## src/rtl/perceptron_seq.sv

```systemverilog
// rtl/perceptron_seq.sv - element assembly, weight/bias store and result capture around the perceptron; optional PERCEPTRON_SEQ_PERF_EN counters
`ifndef DATA_WIDTH
`define DATA_WIDTH 8
`endif

module perceptron_seq #(
    parameter int N          = 4,
    parameter int DATA_WIDTH = `DATA_WIDTH,
    parameter int LATENCY    = 1,
    parameter int AW         = $clog2(N + 1)
) (
    input  logic                             clk,
    input  logic                             rst_n,
    input  logic                             in_valid,
    output logic                             in_ready,
    input  logic [DATA_WIDTH-1:0]            in_data,
    input  logic                             wr_en,
    input  logic [AW-1:0]                    wr_addr,
    input  logic [DATA_WIDTH-1:0]            wr_data,
    output logic [N-1:0][DATA_WIDTH-1:0]     x_vec,
    output logic [N-1:0][DATA_WIDTH-1:0]     w_vec,
    output logic [DATA_WIDTH-1:0]            bias,
    input  logic [DATA_WIDTH-1:0]            y_in,
    output logic                             out_valid,
    input  logic                             out_ready,
    output logic [DATA_WIDTH-1:0]            out_data,
`ifdef PERCEPTRON_SEQ_PERF_EN
    output logic [15:0]                      vec_count,
    output logic [7:0]                       drop_count,
`endif
    output logic                             busy
);

    localparam int CW = $clog2(N);
    localparam int WW = $clog2(LATENCY + 1);

    typedef enum logic [1:0] {ST_LOAD, ST_WAIT, ST_OUT} state_t;

    state_t                        state_q, state_d;
    logic [CW-1:0]                 elem_cnt_q, elem_cnt_d;
    logic [WW-1:0]                 wait_cnt_q, wait_cnt_d;
    logic [N-1:0][DATA_WIDTH-1:0]  x_q, x_d;
    logic [N-1:0][DATA_WIDTH-1:0]  w_q, w_d;
    logic [DATA_WIDTH-1:0]         bias_q, bias_d;
    logic [DATA_WIDTH-1:0]         out_data_q, out_data_d;
`ifdef PERCEPTRON_SEQ_PERF_EN
    logic [15:0]                   vec_count_q, vec_count_d;
    logic [7:0]                    drop_count_q, drop_count_d;
`endif

    always_comb begin
        state_d    = state_q;
        elem_cnt_d = elem_cnt_q;
        wait_cnt_d = wait_cnt_q;
        x_d        = x_q;
        w_d        = w_q;
        bias_d     = bias_q;
        out_data_d = out_data_q;
`ifdef PERCEPTRON_SEQ_PERF_EN
        vec_count_d  = vec_count_q;
        drop_count_d = drop_count_q;
`endif
        case (state_q)
            ST_LOAD: begin
                if (in_valid) begin
                    for (int i = 0; i < N; i++) begin
                        if (elem_cnt_q == CW'(i)) x_d[i] = in_data;
                    end
                    if (elem_cnt_q == CW'(N - 1)) begin
                        elem_cnt_d = '0;
                        wait_cnt_d = '0;
                        state_d    = ST_WAIT;
                    end else begin
                        elem_cnt_d = elem_cnt_q + CW'(1);
                    end
                end
            end
            ST_WAIT: begin
                // y_in is sampled once the perceptron register has seen stable inputs
                if (wait_cnt_q == WW'(LATENCY)) begin
                    out_data_d = y_in;
                    wait_cnt_d = '0;
                    state_d    = ST_OUT;
                end else begin
                    wait_cnt_d = wait_cnt_q + WW'(1);
                end
            end
            ST_OUT: begin
                if (out_ready) begin
                    state_d = ST_LOAD;
`ifdef PERCEPTRON_SEQ_PERF_EN
                    vec_count_d = vec_count_q + 16'd1;
`endif
                end
            end
            default: state_d = ST_LOAD;
        endcase

        // Writes during WAIT are dropped so the datapath inputs stay frozen
        if (wr_en && state_q != ST_WAIT) begin
            for (int i = 0; i < N; i++) begin
                if (wr_addr == AW'(i)) w_d[i] = wr_data;
            end
            if (wr_addr == AW'(N)) bias_d = wr_data;
        end
`ifdef PERCEPTRON_SEQ_PERF_EN
        if (wr_en && state_q == ST_WAIT && drop_count_q != 8'hFF) begin
            drop_count_d = drop_count_q + 8'd1;
        end
`endif
    end

    always_ff @(posedge clk or negedge rst_n) begin
        if (!rst_n) begin
            state_q    <= ST_LOAD;
            elem_cnt_q <= '0;
            wait_cnt_q <= '0;
            x_q        <= '0;
            w_q        <= '0;
            bias_q     <= '0;
            out_data_q <= '0;
`ifdef PERCEPTRON_SEQ_PERF_EN
            vec_count_q  <= '0;
            drop_count_q <= '0;
`endif
        end else begin
            state_q    <= state_d;
            elem_cnt_q <= elem_cnt_d;
            wait_cnt_q <= wait_cnt_d;
            x_q        <= x_d;
            w_q        <= w_d;
            bias_q     <= bias_d;
            out_data_q <= out_data_d;
`ifdef PERCEPTRON_SEQ_PERF_EN
            vec_count_q  <= vec_count_d;
            drop_count_q <= drop_count_d;
`endif
        end
    end

    assign in_ready  = (state_q == ST_LOAD);
    assign busy      = (state_q != ST_LOAD);
    assign out_valid = (state_q == ST_OUT);
    assign x_vec     = x_q;
    assign w_vec     = w_q;
    assign bias      = bias_q;
    assign out_data  = out_data_q;
`ifdef PERCEPTRON_SEQ_PERF_EN
    assign vec_count  = vec_count_q;
    assign drop_count = drop_count_q;
`endif

endmodule

```

## config.mk

```make
export PLATFORM = sky130hd
export DESIGN_NAME = perceptron_seq
export DESIGN_NICKNAME = d
export VERILOG_FILES = /design/src/rtl/perceptron_seq.sv
export SDC_FILE = /design/constraint.sdc
export NUM_CORES = 1
export LEC_CHECK = 0
export ABC_AREA = 1
export BUFFER_PORTS_ARGS = -buffer_cell sky130_fd_sc_hd__buf_2
export CAP_MARGIN = 10
export CORE_ASPECT_RATIO = 0.5
export CORE_UTILIZATION = 50
export DETAILED_ROUTE_END_ITERATION = 16
export GPL_TIMING_DRIVEN = 0
export PLACE_DENSITY = 0.79
export SYNTH_ARGS = -nofsm -noshare
export SYNTH_HDL_FRONTEND = slang
export SYNTH_SLANG_ARGS = --single-unit
```

## constraint.sdc

```tcl
create_clock -name clk -period 1.4 [get_ports clk]
set_clock_uncertainty 0.05 [all_clocks]
set_input_delay 0.21 -clock clk [delete_from_list [all_inputs] [get_ports clk]]
set_output_delay 0.21 -clock clk [all_outputs]
set_load 0.005 [all_outputs]
```

==> results of run 1 <==
routing by layer:
metal | up-vias | GRT usage | share of wire
li1 | 1467 | - | -
met1 | 1399 | 0.302 | 0.44
met3 | 16 | 0.0827 | 0.058
met4 | 0 | 0.101 | 0.018
met2 | 83 | 0.419 | 0.49
met5 | - | 0 | 0
power by group through the flow:
stage | Combinational, uW | Sequential, uW | Clock (uW)
2_1_floorplan | 1400 | 4140 | 0
3_3_place_gp | 2890 | 4040 | 0
3_5_place_dp | 3010 | 4070 | 0
4_1_cts | 3090 | 4060 | 2220
5_1_grt | 3550 | 4180 | 2340
6_report | 3130 | 4070 | 2180
worst paths after layout:
check,start,endpoint,slack (ns),cells after the start
min reg2reg,w_vec[10],w_vec[10],0.41,2
max reg2reg,state_q[1],w_vec[24],0.07,6
max in group asynchronous,rst_n,state_q[0],0.41,3
min in group asynchronous,rst_n,elem_cnt_q[0],0.29,2
min,y_in[3],out_data[3],0.06,3
max,state_q[1],busy,0.02,3
registers in the layout (all words and copies together) (netlist names):
register	count
w_vec	32
x_vec	32
out_data	8
elem_cnt_q	2
bias	8
wait_cnt_q	1
state_q	2
metrics by stage:
step / instances / util / total power, uW
6_report: 611 / 0.712 / 9380
5_1_grt: 611 / 0.712 / 10100
4_1_cts: 610 / 0.703 / 9360
3_5_place_dp: 591 / 0.653 / 7080
3_3_place_gp: 590 / 0.648 / 6940
2_1_floorplan: 388 / - / 5540
worst max-delay path: cells and delay by family (launching register included):
family                 cells  cell delay, ns
DFF                        1            0.42
buffers and inverters      2            0.27
and+or+nand+nor            1            0.09
logic make-up (layout without fill, tap and decap cells):
family	Yosys count	in the layout	synth area share
fa+ha+maj	4	4	0.0146
compound gates	5	5	0.0121
simple gates	275	275	0.328
buf+inv	19	154	0.0241
flops	85	85	0.622
what timing repair did:
item / in CTS / in global routing
endpoints found under the setup margin: 12 / 55
setup buffers: 1 / 1
endpoints found under the hold margin: 27 / 0
pin swaps: 1 / 1
hold buffers: 2 / 0
gates resized for setup: 3 / 13
cell type report:
| type | instances | area share |
|---|---|---|
| clock inverters | 1 | 0.00111 |
| inverters | 15 | 0.0133 |
| flip-flops and latches | 85 | 0.472 |
| multi-input cells | 284 | 0.280 |
| well taps | 88 | 0.0244 |
| repair buffers | 119 | 0.144 |
| plain buffers | 4 | 0.00583 |
| clock buffers | 15 | 0.0594 |
cell usage in the layout, fill, tap and decap left out:
master and n:
nor2_4 5, dlygate4sd3_1 2, dfrtp_2 1, a21oi_1 2, clkinv_2 1, nand3_1 41
buf_2 113, ha_1 4, clkbuf_16 9, a21boi_4 1, nor2_2 5, o31ai_1 1
buf_4 5, nand2_1 210, o21ai_0 1, buf_12 1, nand2_2 9, inv_1 11
nor2_1 3, nand2_4 2, clkbuf_1 5, inv_2 3, dfrtp_1 84, buf_16 1
clkinvlp_4 1, clkbuf_8 2
==> metrics.txt, run 1 <==
# TYPE chip_impl_metric gauge
chip_impl_info{name="status",value="finished, final reports clean"} 1
chip_impl_metric{name="max_clock_freq",unit="MHz"} 726
chip_impl_info{name="crit_path_end_kind",value="output pin"} 1
chip_impl_metric{name="num_io_pins",unit=""} 115
chip_impl_metric{name="die_width",unit="um"} 119
chip_impl_metric{name="switching_part_of_the_total_power",unit=""} 0.346
chip_impl_metric{name="yosysWarningCount",unit=""} 0
chip_impl_metric{name="top_cell_type_s_share_of_synthesized_area",unit=""} 0.622
chip_impl_metric{name="count_of_flip_flops_with_a_built_in_enable_after_synthesis",unit=""} 0
chip_impl_metric{name="detailroute.via_count",unit=""} 2965
chip_impl_metric{name="drv_cap",unit=""} 0
chip_impl_metric{name="average_instance_area_after_synthesis",unit="um2"} 8.82
chip_impl_metric{name="synth.lib_cells_used.distinct",unit=""} 16
chip_impl_metric{name="setup_total_negative_slack",unit="ns"} 0
chip_impl_metric{name="avgViaCountPerCell",unit=""} 4.85
chip_impl_metric{name="finalNetCount",unit=""} 554
chip_impl_metric{name="drt-total-wl",unit="um"} 8240
chip_impl_metric{name="drt-pass1-iter-count",unit=""} 4
chip_impl_metric{name="clock_tree.buffer_depth",unit=""} 2
chip_impl_metric{name="pre_cts_ws",unit="ns"} -0.0569
chip_impl_metric{name="numClockSinks",unit=""} 85
chip_impl_info{name="grt_setup_unrepaired",value="yes"} 1
chip_impl_metric{name="grt_max_degree",unit=""} 60
chip_impl_metric{name="number_of_placement_rows",unit=""} 20
chip_impl_metric{name="detail_route.iter0.violations",unit=""} 216
chip_impl_metric{name="clk_pin_slew_worst_paths",unit="ns"} 0.06
chip_impl_info{name="yosys.cell_count.top_type",value="nand2_1"} 1
chip_impl_metric{name="setup_slack",unit="ns"} 0.0217
chip_impl_metric{name="period_needed",unit="ns"} 1.38
chip_impl_metric{name="period_share",unit=""} 0.985
chip_impl_metric{name="detail_route.drc_violations",unit=""} 0
chip_impl_info{name="tritoncts_clock_tree",value="done"} 1
chip_impl_metric{name="setup_violations",unit=""} 0
chip_impl_metric{name="first_global_vias",unit=""} 2716
chip_impl_metric{name="cts.htree.levels",unit=""} 3
chip_impl_metric{name="num-fill-cells",unit=""} 496
chip_impl_metric{name="area_growth_syn_to_layout",unit="%"} 31.7
chip_impl_metric{name="layout.area.seq",unit="um2"} 2130
chip_impl_metric{name="postRouteAntennaNets",unit=""} 0
chip_impl_metric{name="whs",unit="ns"} 0.0569
chip_impl_metric{name="worst_slew_pin_slew",unit="ns"} 0.400
chip_impl_info{name="synth_top_cells_by_area",value="dfrtp_1, nand2_1, nand3_1"} 1
chip_impl_metric{name="synth-async-reset-ratio",unit=""} 1.00
chip_impl_metric{name="seq_area_frac_synth",unit=""} 0.622
chip_impl_metric{name="placed_area",unit="um2"} 4130
chip_impl_metric{name="postSynthRegisterBits",unit=""} 85
chip_impl_metric{name="netlist_area",unit="um2"} 3420
chip_impl_metric{name="clkLatencyLatePin",unit="ns"} 0.34
chip_impl_metric{name="floorplan.initialDensity",unit=""} 0.541
chip_impl_metric{name="maximum_single_stage_delay_on_the_critical_path",unit="ns"} 0.42
chip_impl_info{name="hold_crit_path_type",value="input pin to register"} 1
chip_impl_metric{name="crit_arrival",unit="ns"} 1.12
chip_impl_metric{name="p_clk_frac",unit=""} 0.233
chip_impl_metric{name="pwr-share-seq",unit=""} 0.434
chip_impl_metric{name="synth_nets",unit=""} 424
chip_impl_metric{name="port_buffers",unit=""} 114
chip_impl_metric{name="worst_vdd_rail_ir_drop",unit="mV"} 1.38
chip_impl_info{name="worst-setup-path-type",value="register to output pin"} 1
chip_impl_metric{name="switching_power_summed_over_all_nets",unit="uW"} 3240
chip_impl_metric{name="grt.total_usage",unit=""} 0.247
chip_impl_info{name="post_synth_most_frequent_cells",value="nand2_1, dfrtp_1, nand3_1"} 1
chip_impl_metric{name="antenna_found_initial",unit=""} 0
chip_impl_info{name="synth_top_area_cell",value="dfrtp_1"} 1
chip_impl_info{name="cp_cell_sequence",value="inv_2 -> nand2_2 -> buf_2"} 1
chip_impl_metric{name="core_region_area",unit="um2"} 6330
chip_impl_metric{name="chipHeight",unit="um"} 60.5
chip_impl_metric{name="slew_headroom",unit=""} 0.733
chip_impl_metric{name="wire_length_of_the_first_global_routing_pass",unit="um"} 13100
chip_impl_metric{name="slew_viol_final",unit=""} 0
chip_impl_info{name="cp-start-kind",value="register"} 1
chip_impl_metric{name="timing.critical_path.fanout_max",unit=""} 5
chip_impl_metric{name="post_synth_inst_count",unit=""} 388
chip_impl_metric{name="multi_input_comb_area",unit="um2"} 1260
chip_impl_info{name="synth_top_flop_cell",value="dfrtp_1"} 1
chip_impl_metric{name="hold_viol_final",unit=""} 0
chip_impl_metric{name="power.static_leakage",unit="uW"} 0.00261
chip_impl_metric{name="antenna_diode_count",unit=""} 0
chip_impl_metric{name="global_route.overflow_total",unit=""} 0
chip_impl_metric{name="routedWlPerCell",unit="um"} 13.5
chip_impl_metric{name="power.density_cell_area",unit="nW/um2"} 2080
chip_impl_metric{name="comb_power_share",unit=""} 0.334
chip_impl_metric{name="hpwl",unit="um"} 5750
chip_impl_metric{name="full_die_area",unit="um2"} 7200
chip_impl_metric{name="gpl.final_weighted_congestion",unit=""} 0.777
chip_impl_metric{name="p_int",unit="uW"} 6140
chip_impl_metric{name="numCtsBuffers",unit=""} 9
chip_impl_metric{name="cp.required",unit="ns"} 1.14
chip_impl_metric{name="layout-drive-gt1-share",unit=""} 0.304
chip_impl_info{name="root_buffer_cell",value="clkbuf_16"} 1
chip_impl_info{name="slowest_stage",value="dfrtp_1"} 1
chip_impl_metric{name="total_non_filler_cell_area_in_the_finished_layout",unit="um2"} 4510
Note: power is estimated with default switching activity, not from simulation.
==> inputs of run 2 (changes only) <==
Settings changed: MAX_ROUTING_LAYER set to met4.
==> metrics.txt, run 2 (synthesized netlist as in run 1, its figures left out) <==
# TYPE chip_impl_metric gauge
chip_impl_metric{name="power.static_leakage",unit="uW"} 0.00261
chip_impl_metric{name="chipHeight",unit="um"} 60.5
chip_impl_metric{name="full_die_area",unit="um2"} 7200
chip_impl_metric{name="period_share",unit=""} 0.983
chip_impl_metric{name="setup_total_negative_slack",unit="ns"} 0
chip_impl_metric{name="timing.reg2reg.worst_path_depth",unit=""} 6
chip_impl_metric{name="numCtsBuffers",unit=""} 9
chip_impl_info{name="grt_setup_unrepaired",value="yes"} 1
chip_impl_metric{name="routedWlPerCell",unit="um"} 13.5
chip_impl_metric{name="slew_headroom",unit=""} 0.733
chip_impl_metric{name="antenna_found_initial",unit=""} 0
chip_impl_metric{name="design_power_total",unit="uW"} 9370
chip_impl_metric{name="drt-total-wl",unit="um"} 8250
chip_impl_metric{name="floorplan.initialDensity",unit=""} 0.541
chip_impl_metric{name="hold_viol_final",unit=""} 0
chip_impl_metric{name="cp.required",unit="ns"} 1.14
chip_impl_metric{name="postRouteAntennaNets",unit=""} 0
chip_impl_metric{name="antenna_diode_count",unit=""} 0
chip_impl_metric{name="hpwl",unit="um"} 5750
chip_impl_metric{name="worst_vdd_rail_ir_drop",unit="mV"} 1.38
chip_impl_metric{name="cts.htree.levels",unit=""} 3
chip_impl_metric{name="number_of_placement_rows",unit=""} 20
chip_impl_metric{name="detailroute.via_count",unit=""} 2975
chip_impl_metric{name="total_non_filler_cell_area_in_the_finished_layout",unit="um2"} 4510
chip_impl_info{name="root_buffer_cell",value="clkbuf_16"} 1
chip_impl_metric{name="setup_slack",unit="ns"} 0.0239
chip_impl_info{name="status",value="finished, final reports clean"} 1
chip_impl_info{name="hold_crit_path_type",value="input pin to register"} 1
chip_impl_metric{name="wire_length_of_the_first_global_routing_pass",unit="um"} 13200
chip_impl_metric{name="num_io_pins",unit=""} 115
chip_impl_metric{name="numClockSinks",unit=""} 85
chip_impl_info{name="worst-setup-path-type",value="register to output pin"} 1
chip_impl_metric{name="finalNetCount",unit=""} 554
chip_impl_metric{name="drt-pass1-iter-count",unit=""} 4
chip_impl_metric{name="global_route.overflow_total",unit=""} 0
chip_impl_metric{name="timing.critical_path.fanout_max",unit=""} 5
chip_impl_info{name="cp_cell_sequence",value="inv_2 -> nand2_2 -> buf_2"} 1
chip_impl_metric{name="holdPathStages",unit=""} 3
chip_impl_metric{name="crit_arrival",unit="ns"} 1.12
chip_impl_metric{name="num-fill-cells",unit=""} 496
chip_impl_metric{name="pre_cts_ws",unit="ns"} -0.0569
chip_impl_metric{name="area_growth_syn_to_layout",unit="%"} 31.7
chip_impl_metric{name="max_clock_freq",unit="MHz"} 727
chip_impl_metric{name="period_needed",unit="ns"} 1.38
chip_impl_metric{name="regToRegSetupSlack",unit="ns"} 0.07
chip_impl_metric{name="gpl.final_weighted_congestion",unit=""} 0.787
chip_impl_metric{name="clk_pin_slew_worst_paths",unit="ns"} 0.06
chip_impl_metric{name="setup_violations",unit=""} 0
chip_impl_metric{name="die_width",unit="um"} 119
chip_impl_metric{name="clkLatencyLatePin",unit="ns"} 0.34
chip_impl_metric{name="placed_area",unit="um2"} 4130
chip_impl_info{name="hold_path_startpoint",value="y_in[3]"} 1
chip_impl_metric{name="clock_tree.buffer_depth",unit=""} 2
chip_impl_metric{name="worst_slew_pin_slew",unit="ns"} 0.400
chip_impl_info{name="slowest_stage",value="dfrtp_1"} 1
chip_impl_metric{name="detail_route.drc_violations",unit=""} 0
chip_impl_metric{name="avgViaCountPerCell",unit=""} 4.87
chip_impl_info{name="regToRegEndpoint",value="w_vec[24]"} 1
chip_impl_info{name="final_common_cell",value="nand2_1"} 1
chip_impl_info{name="cp-start-kind",value="register"} 1
chip_impl_metric{name="layout-drive-gt1-share",unit=""} 0.304
chip_impl_metric{name="first_global_vias",unit=""} 2707
chip_impl_metric{name="power.density_cell_area",unit="nW/um2"} 2080
chip_impl_info{name="crit-reg2reg-launch",value="state_q[1]"} 1
chip_impl_info{name="whs_endpoint",value="out_data[3]"} 1
chip_impl_metric{name="grt.total_usage",unit=""} 0.257
chip_impl_metric{name="maximum_single_stage_delay_on_the_critical_path",unit="ns"} 0.42
chip_impl_metric{name="core_region_area",unit="um2"} 6330
chip_impl_info{name="crit_path_end_kind",value="output pin"} 1
chip_impl_metric{name="detail_route.iter0.violations",unit=""} 203
chip_impl_metric{name="port_buffers",unit=""} 114
chip_impl_metric{name="slew_viol_final",unit=""} 0
chip_impl_metric{name="drv_cap",unit=""} 0
chip_impl_info{name="tritoncts_clock_tree",value="done"} 1
chip_impl_metric{name="grt_max_degree",unit=""} 60
chip_impl_info{name="final_cell_mix",value="nand2_1, buf_2, dfrtp_1, nand3_1, inv_1"} 1
==> run 2: cell counts in the layout (fill, tap and decap cells not counted) <==
Identical to the previous run, type by type.
==> run 2: repair_timing <==
| item | CTS | global route |
|---|---|---|
| pin swaps | 1 | 1 |
| buffers inserted | 1 | 1 |
| gates resized for setup | 3 | 13 |
| hold buffers | 2 | 0 |
| endpoints found under the hold margin | 27 | 0 |
| setup endpoints to repair | 12 | 55 |
| cloned | 0 | 0 |
==> run 2: worst max-delay path by stage <==
stage                        startpoint         to  cells past startpoint
after floorplan              state_q[1]  x_vec[24]                      6
after global placement            rst_n    bias[5]                      1
after detailed placement  elem_cnt_q[0]  x_vec[25]                      6
after CTS                    state_q[0]   in_ready                      2
after global routing         state_q[1]  w_vec[27]                      6
final                        state_q[1]       busy                      3
==> run 2: critical path: cells and delay by family, from the launching register on <==
family / cells / cell delay [ns]
simple gates: 1 / 0.09
buf+inv: 2 / 0.27
flops: 1 / 0.42
==> run 2: cell type report <==
cell class	instances	area, um2	share of cell area
clock buffers	15	268	0.0594
inverters	15	60.1	0.0133
flip-flops and latches	85	2130	0.472
plain buffers	4	26.3	0.00583
clock inverters	1	5.00	0.00111
well taps	88	110	0.0244
repair buffers	119	648	0.144
multi-input cells	284	1260	0.280
==> run 2: through the flow <==
| step | util | hold slack, ns | std cells |
|---|---|---|---|
| 6_report | 0.712 | 0.0583 | 611 |
| 5_1_grt | 0.712 | 0.0632 | 611 |
| 4_1_cts | 0.703 | 0.0484 | 610 |
| 3_5_place_dp | 0.653 | 0.0997 | 591 |
| 3_3_place_gp | 0.648 | 0.345 | 590 |
| 2_1_floorplan | - | -0.136 | 388 |
==> run 2: report_power, final <==
part / internal [uW] / total [uW] / switching [uW]
clock: 1300 / 2170 / 875
combinational: 1360 / 3130 / 1770
sequential: 3490 / 4070 / 585
total: 6140 / 9370 / 3230
==> run 2: routing by layer <==
metal  global-route usage  wire (um)  part of all wire
met2                0.416       4070              0.49
met1                0.305       3620              0.44
met5                    -          0                 0
met4               0.0741        111             0.013
met3               0.0996        442             0.054
==> inputs of run 3 (changes only) <==
Settings changed: ABC_AREA 1 to unset, CAP_MARGIN 10 to 25, PLACE_DENSITY 0.79 to 0.8.
==> metrics.txt, run 3 <==
# TYPE chip_impl_metric gauge
chip_impl_metric{name="core_region_area",unit="um2"} 6310
chip_impl_metric{name="seq_area_frac_synth",unit=""} 0.628
chip_impl_metric{name="antenna_diode_count",unit=""} 0
chip_impl_metric{name="average_instance_area_after_synthesis",unit="um2"} 16.6
chip_impl_info{name="status",value="complete, but fails checks"} 1
chip_impl_metric{name="cp.required",unit="ns"} 1.57
chip_impl_metric{name="drt-pass1-iter-count",unit=""} 4
chip_impl_info{name="worst_path_dominant_cell_family",value="simple AND/OR/NAND/NOR gates"} 1
chip_impl_metric{name="clock_tree.buffer_depth",unit=""} 2
chip_impl_metric{name="num_io_pins",unit=""} 115
chip_impl_metric{name="setup_violations",unit=""} 85
chip_impl_metric{name="crit_arrival",unit="ns"} 1.85
chip_impl_info{name="worst-setup-path-type",value="register to register"} 1
chip_impl_metric{name="netlist_area",unit="um2"} 3390
chip_impl_metric{name="cts.htree.levels",unit=""} 3
chip_impl_info{name="root_buffer_cell",value="clkbuf_16"} 1
chip_impl_metric{name="synth_nets",unit=""} 240
chip_impl_info{name="hold_crit_path_type",value="input pin to register"} 1
chip_impl_metric{name="slew_headroom",unit=""} 0.730
chip_impl_metric{name="period_share",unit=""} 1.20
chip_impl_metric{name="port_buffers",unit=""} 113
chip_impl_metric{name="chipHeight",unit="um"} 60.2
chip_impl_metric{name="placed_cells",unit=""} 406
chip_impl_info{name="final_common_cell",value="buf_2"} 1
chip_impl_metric{name="hpwl",unit="um"} 4960
chip_impl_metric{name="floorplan.initialDensity",unit=""} 0.537
chip_impl_metric{name="slew_viol_final",unit=""} 0
chip_impl_metric{name="comb_power_share",unit=""} 0.387
chip_impl_metric{name="area_growth_syn_to_layout",unit="%"} 44.7
chip_impl_metric{name="top_cell_type_s_share_of_synthesized_area",unit=""} 0.628
chip_impl_metric{name="antenna_found_initial",unit=""} 0
chip_impl_metric{name="numCtsBuffers",unit=""} 9
chip_impl_metric{name="p_int",unit="uW"} 8010
chip_impl_metric{name="count_of_flip_flops_with_a_built_in_enable_after_synthesis",unit=""} 0
chip_impl_metric{name="hold_viol_final",unit=""} 0
chip_impl_metric{name="grt_max_degree",unit=""} 64
chip_impl_metric{name="detail_route.drc_violations",unit=""} 0
chip_impl_metric{name="setup_slack",unit="ns"} -0.279
chip_impl_metric{name="die_width",unit="um"} 118
chip_impl_metric{name="full_die_area",unit="um2"} 7130
chip_impl_metric{name="wire_length_of_the_first_global_routing_pass",unit="um"} 12800
chip_impl_metric{name="layout-drive-gt1-share",unit=""} 0.706
chip_impl_metric{name="yosysWarningCount",unit=""} 0
chip_impl_metric{name="finalNonFillerCells",unit=""} 438
chip_impl_metric{name="detailroute.via_count",unit=""} 2216
chip_impl_metric{name="design_power_total",unit="uW"} 11300
chip_impl_metric{name="switching_power_summed_over_all_nets",unit="uW"} 3260
chip_impl_metric{name="post_synth_inst_count",unit=""} 204
chip_impl_info{name="cp-start-kind",value="register"} 1
chip_impl_metric{name="power.static_leakage",unit="uW"} 0.00246
chip_impl_metric{name="maximum_single_stage_delay_on_the_critical_path",unit="ns"} 0.64
chip_impl_info{name="yosys.cell_count.top_type",value="dfrtp_1"} 1
chip_impl_info{name="post_synth_most_frequent_cells",value="dfrtp_1, mux2_2, mux2_4"} 1
chip_impl_metric{name="period_needed",unit="ns"} 1.68
chip_impl_metric{name="final_core_util",unit=""} 0.777
chip_impl_metric{name="drv_cap",unit=""} 0
chip_impl_metric{name="timing.critical_path.fanout_max",unit=""} 8
chip_impl_metric{name="worst_slew_pin_slew",unit="ns"} 0.404
chip_impl_metric{name="avgViaCountPerCell",unit=""} 5.06
chip_impl_info{name="synth_top_flop_cell",value="dfrtp_1"} 1
chip_impl_metric{name="postSynthRegisterBits",unit=""} 85
chip_impl_info{name="synth_top_cells_by_area",value="dfrtp_1, mux2_2, mux2_4"} 1
chip_impl_metric{name="first_global_vias",unit=""} 2356
chip_impl_metric{name="finalNetCount",unit=""} 381
chip_impl_metric{name="p_clk_frac",unit=""} 0.227
chip_impl_metric{name="power.density_cell_area",unit="nW/um2"} 2300
chip_impl_metric{name="number_of_placement_rows",unit=""} 20
chip_impl_info{name="violated_checks",value="setup timing"} 1
chip_impl_info{name="tritoncts_clock_tree",value="done"} 1
chip_impl_metric{name="pwr-share-seq",unit=""} 0.387
chip_impl_metric{name="max_clock_freq",unit="MHz"} 596
chip_impl_metric{name="postRouteAntennaNets",unit=""} 0
chip_impl_metric{name="clk_pin_slew_worst_paths",unit="ns"} 0.06
chip_impl_metric{name="worstPathBufferInverterCount",unit=""} 0
chip_impl_info{name="crit_path_end_kind",value="register"} 1
chip_impl_info{name="synth_top_area_cell",value="dfrtp_1"} 1
chip_impl_info{name="slowest_stage",value="or4b_4"} 1
chip_impl_metric{name="grt.total_usage",unit=""} 0.256
chip_impl_metric{name="numClockSinks",unit=""} 85
chip_impl_metric{name="gpl.final_weighted_congestion",unit=""} 0.704
chip_impl_metric{name="worst_vdd_rail_ir_drop",unit="mV"} 1.30
chip_impl_info{name="cp_cell_sequence",value="nor2b_4 -> or4b_4 -> mux2_4"} 1
chip_impl_metric{name="synth-async-reset-ratio",unit=""} 1.00
chip_impl_metric{name="routedWlPerCell",unit="um"} 18.8
chip_impl_metric{name="global_route.overflow_total",unit=""} 0
chip_impl_metric{name="detail_route.iter0.violations",unit=""} 133
chip_impl_info{name="final_cell_mix",value="buf_2, dfrtp_1, mux2_4, mux2_2, clkbuf_16"} 1
chip_impl_info{name="grt_setup_unrepaired",value="yes"} 1
chip_impl_metric{name="synth.lib_cells_used.distinct",unit=""} 18
chip_impl_metric{name="drt-total-wl",unit="um"} 8230
chip_impl_metric{name="switching_part_of_the_total_power",unit=""} 0.289
chip_impl_metric{name="clkLatencyLatePin",unit="ns"} 0.34
## run 3: cell types whose count changed after synthesis, sizes merged, moves of 4 or more
cell | previous run | this run
and3 | 0 | 4
buf | 3 | 7
inv | 14 | 5
mux2 | 0 | 82
nand2 | 221 | 3
nand3 | 41 | 0
nor2 | 13 | 3
## run 3: power by group through the flow
| stage | clock network, uW | logic (uW) | registers [uW] |
|---|---|---|---|
| after floorplan | 0 | 1830 | 4370 |
| after global placement | 0 | 3410 | 4240 |
| after detailed placement | 0 | 3560 | 4330 |
| after CTS | 2600 | 4200 | 4320 |
| after global routing | 2720 | 4670 | 4490 |
| final | 2550 | 4360 | 4360 |
## run 3: cells by family after synthesis
| group | count (synthesis) | share of synthesized area |
|---|---|---|
| adders and majority gates | 4 | 0.0148 |
| xor gates and xnor gates | 1 | 0.00259 |
| and+or+nand+nor | 18 | 0.0502 |
| buffers and inverters | 12 | 0.0196 |
| muxes | 82 | 0.281 |
| AOI/OAI and AO/OA | 2 | 0.00369 |
| DFF | 85 | 0.628 |
## run 3: final timing paths
kind / startpoint / to / slack [ns] / cells after the start
min: y_in[2] / out_data[2] / 0.05 / 2
min reg2reg: out_data[1] / out_data[1] / 0.45 / 1
min in group asynchronous: rst_n / x_vec[18] / 0.25 / 2
max: state_q[0] / bias[6] / -0.28 / 3
max reg2reg: state_q[0] / bias[6] / -0.28 / 3
max in group asynchronous: rst_n / state_q[1] / 0.45 / 3
## run 3: per-layer routing
metal,part of all wire,GRT usage,vias up
li1,-,-,996
met2,0.52,0.437,55
met5,0,-,-
met4,0.010,0.0723,0
met3,0.038,0.0926,9
met1,0.44,0.291,1156
## run 3: stage by stage
step | worst slack [ns] | cell area [um2] | TNS, ns | hold WS, ns
floorplan | -0.346 | 3500 | -16.20 | -0.136
global placement | -0.566 | 4170 | -69.43 | 0.364
detailed placement | -0.576 | 4200 | -31.35 | 0.0777
CTS | -0.288 | 4880 | -13.57 | 0.0161
global route | -0.301 | 4900 | -18.66 | 0.0337
finish | -0.279 | 4900 | -15.41 | 0.0504
## run 3: cell type report
type                    count  area (um2)
fillers                   383        1400
flip-flops and latches     85        2130
clock buffers               9         225
multi-input cells         107        1460
clock inverters             7        97.6
plain buffers               3        40.0
inverters                   5        18.8
well taps                  88         110
repair buffers            134         818
## run 3: timing repair
item	CTS	global route
setup buffers	17	0
cloned	1	0
hold buffers	1	1
gates resized for setup	49	18
endpoints found under the hold margin	22	1
setup endpoints to repair	84	87
pin swaps	8	6
